[src/rtl/expr_stim_misr.sv]
// LFSR stimulus generator and MISR response compactor for a combinational DUT.
// Each vector is driven for SETTLE+1 cycles and then captured for one cycle.
module expr_stim_misr #(
  parameter logic [63:0] SEED   = 64'h0000_0000_0000_0001,
  parameter int          NVEC   = 256,
  parameter int          SETTLE = 1,
  parameter logic [89:0] POLY   = 90'h27
) (
  input  logic        clk,
  input  logic        rst_n,
  input  logic        start,
  input  logic        abort,
  input  logic [89:0] exp_sig,
  input  logic [89:0] y_in,
  output logic [59:0] stim,
  output logic        stim_valid,
  output logic        busy,
  output logic        done,
  output logic        pass,
  output logic [89:0] sig,
  output logic [15:0] vec_cnt
);

  typedef enum logic [1:0] {
    IDLE,
    DRIVE,
    CAPT,
    DONE
  } state_t;

  // A zero seed would lock the LFSR, so it is replaced by 1.
  localparam logic [63:0] SEED_OK  =
    (SEED == 64'h0) ? 64'h1 : SEED;
  localparam logic [63:0] TAPS     = 64'hD800_0000_0000_0000;
  localparam logic [3:0]  SETTLE_L = 4'(SETTLE);
  localparam logic [15:0] NVEC_L   = 16'(NVEC);

  state_t      state;
  state_t      state_n;
  logic [63:0] lfsr;
  logic [63:0] lfsr_nx;
  logic [89:0] sig_nx;
  logic [59:0] held;
  logic [3:0]  settle;
  logic [15:0] cnt_inc;
  logic        last_vec;
  logic        launch;

  assign cnt_inc  = vec_cnt + 16'd1;
  assign last_vec = (cnt_inc == NVEC_L);
  assign launch   = start && !abort &&
                    (state == IDLE || state == DONE);

  assign lfsr_nx = {1'b0, lfsr[63:1]} ^
                   (lfsr[0] ? TAPS : 64'h0);
  assign sig_nx  = {sig[88:0], 1'b0} ^
                   (sig[89] ? POLY : 90'h0) ^ y_in;

  always_ff @(posedge clk or negedge rst_n) begin
    if (!rst_n) begin
      state <= IDLE;
    end else begin
      state <= state_n;
    end
  end

  always_comb begin
    state_n = state;
    if (abort) begin
      state_n = IDLE;
    end else begin
      case (state)
        IDLE,
        DONE:    if (start) state_n = DRIVE;
        DRIVE:   if (settle == 4'd0) state_n = CAPT;
        CAPT:    state_n = last_vec ? DONE : DRIVE;
        default: state_n = IDLE;
      endcase
    end
  end

  always_ff @(posedge clk or negedge rst_n) begin
    if (!rst_n) begin
      lfsr    <= SEED_OK;
      sig     <= 90'h0;
      vec_cnt <= 16'h0;
      settle  <= 4'h0;
      held    <= 60'h0;
    end else if (launch) begin
      lfsr    <= SEED_OK;
      sig     <= 90'h0;
      vec_cnt <= 16'h0;
      settle  <= SETTLE_L;
    end else if (!abort) begin
      if (state == DRIVE && settle != 4'd0) begin
        settle <= settle - 4'd1;
      end
      if (state == CAPT) begin
        sig     <= sig_nx;
        lfsr    <= lfsr_nx;
        vec_cnt <= cnt_inc;
        held    <= lfsr[59:0];
        settle  <= SETTLE_L;
      end
    end
  end

  always_comb begin
    stim = 60'h0;
    case (state)
      DRIVE,
      CAPT:    stim = lfsr[59:0];
      DONE:    stim = held;
      default: stim = 60'h0;
    endcase
  end

  assign stim_valid = (state == DRIVE);
  assign busy       = (state == DRIVE) || (state == CAPT);
  assign done       = (state == DONE);
  assign pass       = done && (sig == exp_sig);

endmodule

[config.mk]
export PLATFORM = sky130hd
export DESIGN_NAME = expr_stim_misr
export DESIGN_NICKNAME = d
export VERILOG_FILES = /design/src/rtl/expr_stim_misr.sv
export SDC_FILE = /design/constraint.sdc
export NUM_CORES = 1
export LEC_CHECK = 0
export ABC_AREA = 1
export ABC_CLOCK_PERIOD_IN_PS = 2860
export CAP_MARGIN = 40
export CELL_PAD_IN_SITES_DETAIL_PLACEMENT = 0
export CELL_PAD_IN_SITES_GLOBAL_PLACEMENT = 1
export CORE_UTILIZATION = 37
export DETAILED_ROUTE_END_ITERATION = 8
export PLACE_DENSITY_LB_ADDON = 0.1
export SLEW_MARGIN = 20
export SYNTH_ARGS = -nofsm -noshare
export SYNTH_HDL_FRONTEND = slang
export SYNTH_SLANG_ARGS = --single-unit
[constraint.sdc]
create_clock -name clk -period 2.86 [get_ports clk]
set_input_delay 0.286 -clock clk [delete_from_list [all_inputs] [get_ports clk]]
set_output_delay 0.286 -clock clk [all_outputs]
set_load 0.01 [all_outputs]
* Yosys cells after proc, flatten, opt, wreduce, memory -nomap -nowiden
Index checks and enable logic that the tools add are counted.
Storage, ports and cells: flip-flop bits (word level) 236, input bits 184, logic and storage cells 60, output and inout port bits 170
Cells by class: $add $sub $neg 2, bitwise logic cells 5, reductions and logical operators 18, multiplexer cells 21, eq/ne operators 8
Operator list (count):
- two-way mux 90 bit | 3
- two-way mux 64 bit | 4
- case mux 60 bit (2 select lines) | 1
- == test 90 bit | 1
- XOR 90 x 6 -> 90 bit | 1
- XOR 90 bit | 1
- XOR 63 x 64 -> 64 bit | 1
- two-way mux 16 bit | 3
- adder 16 x 1 -> 16 bit (second input constant) | 1
- == test 16 x 9 -> 1 bit (second input constant) | 1
- two-way mux 4 bit | 4
- two-way mux 2 bit | 4
- two-way mux 6 bit | 1
- case mux 2 bit (3 select lines) | 1
- AND reduction 2 bit | 3
- == test 2 bit (second input constant) | 2
- logical AND 1 bit | 4
- zero test 4 bit | 1
- nonzero test 4 bit | 1
- OR reduction 2 bit | 2
- subtractor 4 x 1 -> 4 bit (second input constant) | 1
- inequality test 3 x 2 -> 1 bit (second input constant) | 1
- inequality test 3 bit (second input constant) | 1
- AND reduction 3 bit | 1
- other kinds (8) | 10

* Longest topological paths before layout
depth in word-level cells 6, gate-level depth with buffers 12, depth with buffers taken out 12

* Least setup slack after synthesis
OpenSTA, ideal clock, no wires.
kind reg-to-reg, from reg state[0], to reg vec_cnt[14], stages on the path, launching flop included 11, data required time 2.727 ns, path buffers 4, arrival time 1.801 ns, period minus slack after synthesis 1.934 ns, library setup time 0.133 ns, path slack 0.926 ns, cells stage by stage dfrtp_1 > inv_1 > ha_1 > buf_2 > nor3_4 > inv_2 > nand2_1 > buf_4 > buf_6 > buf_4 > o22ai_1
Between the ends: cells in the longest elaborated chain, start to end 5, elaborated cells between the ends (all ways) 9, classes of those cells eq/ne (3); mux (1); reduce/logical (5)
RTL lines:
- start, declared | line 38 | state_t state;
- start signal, assigned | line 63 | state <= state_n;
- == test 2 bit / zero test 2 bit (equally long branches) | line 52 | (state == IDLE || state == DONE);
- logical OR 1 bit | line 52
- logical AND 1 bit | line 51 | assign launch = start && !abort &&
- inequality test 2 x 1 -> 1 bit (no line) / nonzero test 2 bit (equally long branches)
- AND reduction 2 bit (no line)
- end signal, assigned | line 101 | vec_cnt <= cnt_inc;
- end, declared | line 21 | output logic [15:0] vec_cnt
Parallel ways exist; a longest one is shown, timed or not. A chain may end at the register's enable or synchronous reset.

* Worst setup path after layout
from reg state[0], to out stim[8]
Between the ends: cells in the longest elaborated chain, start to end 3, elaborated cells between the ends (all ways) 5, classes of those cells eq/ne (3); mux (1); reduce/logical (1)
RTL lines:
- == test 2 x 1 -> 1 bit / == test 2 bit (equally long branches) | line 110 | case (state)
- OR reduction 2 bit | line 110
- case mux 60 bit (2 select lines) * | line 110
- end, declared | line 15 | output logic [59:0] stim,
Mark *: on every way between the ends. The rest lies on a longest branch, timed or not.

==> results by group <==
GRT
  – Busiest grt layer: met2
  – Met3 Use GR: under 10%
  – Via count of the first global-routing pass: 11000
  – GRT overflow: 0
  – All-layer global routing usage: roughly 27%
  – Met2 global-route usage: 46.3%
  – First-pass GRT wire length: a little under 70000 um
  – Initial antenna violation count: 4
  – GR Layer Usage met1: 35.3%
  – Pin count of the biggest net entering global routing: between 100 and 150

Placed design
  – Placed Cells: between 2000 and 2500
  – Post-DP HPWL: 32200 um
  – RePlAce Congestion: slightly above 0.9
  – Number of port buffers: about 350

Route
  – Remaining routing DRC violations: 0
  – DR pass1 iterations: 5
  – Routed wire per std cell: 20.4 um
  – Initial DRC Count: roughly 630
  – DRT antenna net count: 0
  – Via density: 5.05
  – Routed vias: between 10000 and 15000
  – Total Routed Length: about 45000 um

Clocking
  – Clk_lat worst skew: between 0.5 and 0.6 ns
  – CTS root buffer: clkbuf_16
  – Worst-path clk slew: 0.06 ns
  – CTS Buf Count: 29
  – Clock buffer depth: 3
  – CTS tree: yes
  – Clock sink count: 236
  – H-tree depth: 1

Synth
  – Post-synth ARST share: between 90% and 100%
  – Most frequent cell after synthesis: nand2_1
  – Cells after Synth: 1449
  – Synth Flop Type: dfrtp_1
  – Synth cell types: 34
  – Commonest cells in the netlist: nand2_1, dfrtp_1, xnor2_1, inv_1, o22ai_1
  – Top post-synthesis cells by area: dfrtp_1, nand2_1, xnor2_1, o22ai_1, o21ai_0
  – Syn_nets: 1640
  – Area fraction of the dominant cell type after synthesis: ~50%
  – Synthesized area: roughly 0.012 sq mm
  – Yosys reg bits: approximately 240
  – Syn Area/Cell: 8.11 sq um
  – Synth area leader: dfrtp_1
  – Sequential element share of the synthesized area: roughly half
  – Warnings, synthesis: 0
  – Number of synthesized flops with an enable pin: 0

Cells and area
  – Total Nets Final: approximately 2000
  – Multi-input gate area: 0.00521 sq mm
  – Share of cells above drive strength 1: under 10%
  – Fillers: between 2000 and 3000
  – Layout Cells excl Fill: about 2200
  – Area Growth Syn to Fin: 44.8%
  – Fin util: between 50 and 60%
  – FF+latch area: approximately 0.006 sq mm

Pwr
  – Peak VDD IR: approximately 0.00044 V
  – Pleak: roughly 0.0076 uW
  – Pwr per Cell Area: between 700 and 800 mW/mm^2

Floorplan
  – Site Rows: 64
  – Die H: approximately 180 um
  – Starting Density: 38.0%
  – Die area: roughly 0.032 sq mm
  – Top Ports: about 350
  – Core Region: roughly 0.03 sq mm
  – Die X: 180 um

Timing
  – Crit share post-route: 95.8%
  – RSZ-0062 raised after global routing: false
  – Fmax: 0.365 GHz
  – Fin. Hold Viols: 0
  – Fin Setup TNS: 0 ns
  – Slew HR: roughly 46%
  – Clock Skews: between 0.015 and 0.02 ns
  – Setup-failing EPs final: 0
  – Worst-margin pin slew: 0.812 ns
  – Slew Viols, Final: 0
  – Final Critical Period: approximately 2.7 ns

Outcome
  – Status: finished clean

Critical path
  – Critical Path, Cell by Cell: inv_1, ha_4, buf_12, nand2_1, a21oi_1, clkdlybuf4s50_1
  – CP Buf/Inv Count: 3
  – CP Capture Type: output pin
  – Critical Path Start Type: flop
  – Reg2Reg Setup Slack: approximately 0.46 ns
  – Worst EP required: 2.57 ns
  – Max FO, Critical Path: 16
  – CP max stage cell: clkdlybuf4s50_1
  – WP data arrival: approximately 2.5 ns
  – Kind of critical path: flop to output pin
  – CP delay by family, top: buffers and inverters
  – Crit-path max cell delay: roughly 0.57 ns

Job
  – Max Cap Viol: 0

Min path
  – Min-delay worst type: primary input to async pin
-- where the power goes --
part           internal (uW)  switching (uW)  leakage, uW  total [uW]
Combinational           2210            2680      0.00385        4890
Sequential              3860             675      0.00326        4540
Clock                   2480            1510     0.000507        4000
-- stage by stage --
stage / area, sq um / hold WS (ns) / power [uW] / setup slack, ns
finish: 17000 / 0.378 / 13400 / 0.121
global route: 17000 / 0.408 / 14000 / 0.00401
CTS: 16900 / 0.386 / 13400 / -0.0156
detailed placement: 15800 / 0.404 / 9180 / 0.139
global placement: 15800 / 0.395 / 9170 / 0.133
floorplan: 11800 / -0.00959 / 6680 / 0.926
-- final timing paths --
check / from / to / cells after the start
setup / recovery: state[0] / stim[8] / 6
hold / removal: rst_n / vec_cnt[11] / 2
setup reg to reg: state[1] / sig[5] / 10
hold reg to reg: held[16] / held[16] / 2
max in group asynchronous: rst_n / lfsr[0] / 3
min in group clk: y_in[48] / sig[48] / 3
-- registers in the layout, summed over array words and instances (netlist names) --
register / flops
held: 60
lfsr: 64
settle: 4
sig: 90
state: 2
vec_cnt: 16
-- metal layers --
| metal | vias to the layer above | wire (um) |
|---|---|---|
| met5 | - | 0 |
| met4 | 0 | 1070 |
| met3 | 52 | 3120 |
| met2 | 358 | 22000 |
| met1 | 5438 | 19200 |
| li1 | 5369 | - |
-- layout make-up --
cell class,count,share of cell area [%]
repair buffers,382,23.3
well taps,396,2.91
inverters,103,2.27
multi-input cells,1044,30.6
clock inverters,11,1.18
flip-flops and latches,236,34.7
clock buffers,43,4.92
diodes,5,0.0735
-- repair_timing --
item,CTS,global route
pin swaps,0,1
cloned,2,1
endpoints found under the setup margin,61,45
hold buffers,1,0
buffers inserted,0,2
gates resized for setup,6,9
endpoints found under the hold margin,87,0
-- cell families (layout without fill, tap and decap cells) --
family | after synthesis | in the layout | share of synthesized area (%)
AND/OR/NAND/NOR | 679 | 679 | 22.8
AO/OA/AOI/OAI | 240 | 240 | 11.5
flip-flops | 236 | 236 | 50.2
buffers and inverters | 169 | 539 | 5.93
XOR/XNOR | 118 | 118 | 8.79
adder cells (fa/ha/maj) | 7 | 7 | 0.745
other | 0 | 5 | 0
-- cell usage in the layout (no fill, tap or decap), types with 15 or more instances in the layout --
cell type        count
o22ai_1             81
dfrtp_1            233
xor2_1              15
nand4_1             15
xnor2_1            103
a21oi_1             63
nand2_1            579
o21ai_0             76
clkbuf_16           30
inv_1               99
nor2_1              46
clkdlybuf4s50_1    349
Power figures use the tool's default switching activity.
==> RTL edit: new RTL, same settings <==
Register the output `stim_valid`, without a reset; this adds one clock of latency there. The other outputs are not delayed to match.
--- a/src/rtl/expr_stim_misr.sv
+++ b/src/rtl/expr_stim_misr.sv
@@ -116,5 +116,7 @@
   end
 
-  assign stim_valid = (state == DRIVE);
+  always_ff @(posedge clk) begin
+    stim_valid <= (state == DRIVE);
+  end
   assign busy       = (state == DRIVE) || (state == CAPT);
   assign done       = (state == DONE);
Function: changed (a bounded check fails within 4 cycles, from zero or initial values and one cycle with rst_n low).
==> RTL edit against the original RTL <==
Synthesized cell count is 1.9% higher. Critical path type unchanged. Final area increased by 0.68%. Wire length up 2.1%. Sequential power is 4.6% lower. First-iteration DRC count rose by 39%. Setup slack lost 0.022 ns. Count of clock-buffer cells in the layout down 2. Hold slack got worse by 0.045 ns. Area after synthesis rose by 1.3%. Sequential cell count is 1 higher. Combinational power fell by 13%. Power is 7.0% lower.
==> RTL edit: results <==
run_status:
  outcome: "finished, final reports clean"
sta:
  max_freq_mhz: 362
  skew_ns: 0.0138
  holdWs_ns: 0.333
worst_setup_path:
  cp_max_fo: 11
  reg2reg_from: "state[0]$_DFFE_PN0P_"
  r2r_slack_ns: 0.65
  r2r_end: "sig[37]$_DFFE_PN0P_"
finish:
  n_fill_cell: 2985
  nets: 2019
place:
  postPlaceCellArea_um2: 16000
  gp_congestion: 0.936
  dp_cells: 2196
  dp_slack_ns: 0.0877
global_routing:
  antenna_found_initial: 11
  grt_use_met3_pct: 5.64
  grt.total_usage_pct: 27.9
  first_global_vias: 11300
  use_met1_pct: 36.7
  grt_util_met2_pct: 46.1
  grt_pass1_wl_mm: 69.8
logic_synthesis:
  synthTopCellsByCount: "nand2_1, dfrtp_1, inv_1"
  synth_fp_nets: 1668
  ys_seq_area_share_pct: 49.8
  synth_compound_area_share_pct: 11.8
  syn_avg_cell_area_um2: 8.06
  ys_types: 38
  synthAdderAreaFrac_pct: 0.736
  synthArstFlopShare_pct: 99.6
routing:
  vias_per_cell: 5.08
  met3_length_mm: 3.07
  top_layer_used: "met5"
  routedWlPerCell_um: 20.5
  met1_length_mm: 19.8
power_and_ir_drop:
  ir_worst_vdd_mv: 0.475
  p_seq_share_pct: 34.7
  p_sw_share_pct: 35.5
  pg_clk_mw: 3.88
clock_network:
  post_cts_buffers: 2
  cts_made_buffers: 28
  clk_latency_ns: 0.54
## RTL edit: cell types whose count changed after synthesis, sizes merged, moves of 2 or more
cell and change:
inv +7, xnor2 -21, clkbuf +2, nand2 -16, a21oi +6, o21ai +22
nand4 -4, o22ai -14, xor2 +21, nand3 +25
## RTL edit: cell type report
cell class,count,area [um^2],area share [%]
Sequential cell,237,5930,34.6
Multi-Input combinational cell,1062,5320,31.0
Timing Repair Buffer,389,3950,23.1
Clock buffer,41,841,4.91
Tap cell,402,503,2.93
Inverter,110,415,2.42
Clock inverter,11,164,0.956
Antenna cell,9,22.5,0.131
## RTL edit: worst max-delay path by stage
stage                     slack, ns  depth (start not counted)                   end
final                           0.1                          6              stim[47]
after global routing          0.002                          6              stim[49]
after CTS                     0.004                          5               stim[0]
after detailed placement       0.09                         10                  pass
after global placement         0.05                         10                  pass
after floorplan                1.05                         13  lfsr[49]$_DFFE_PN0P_
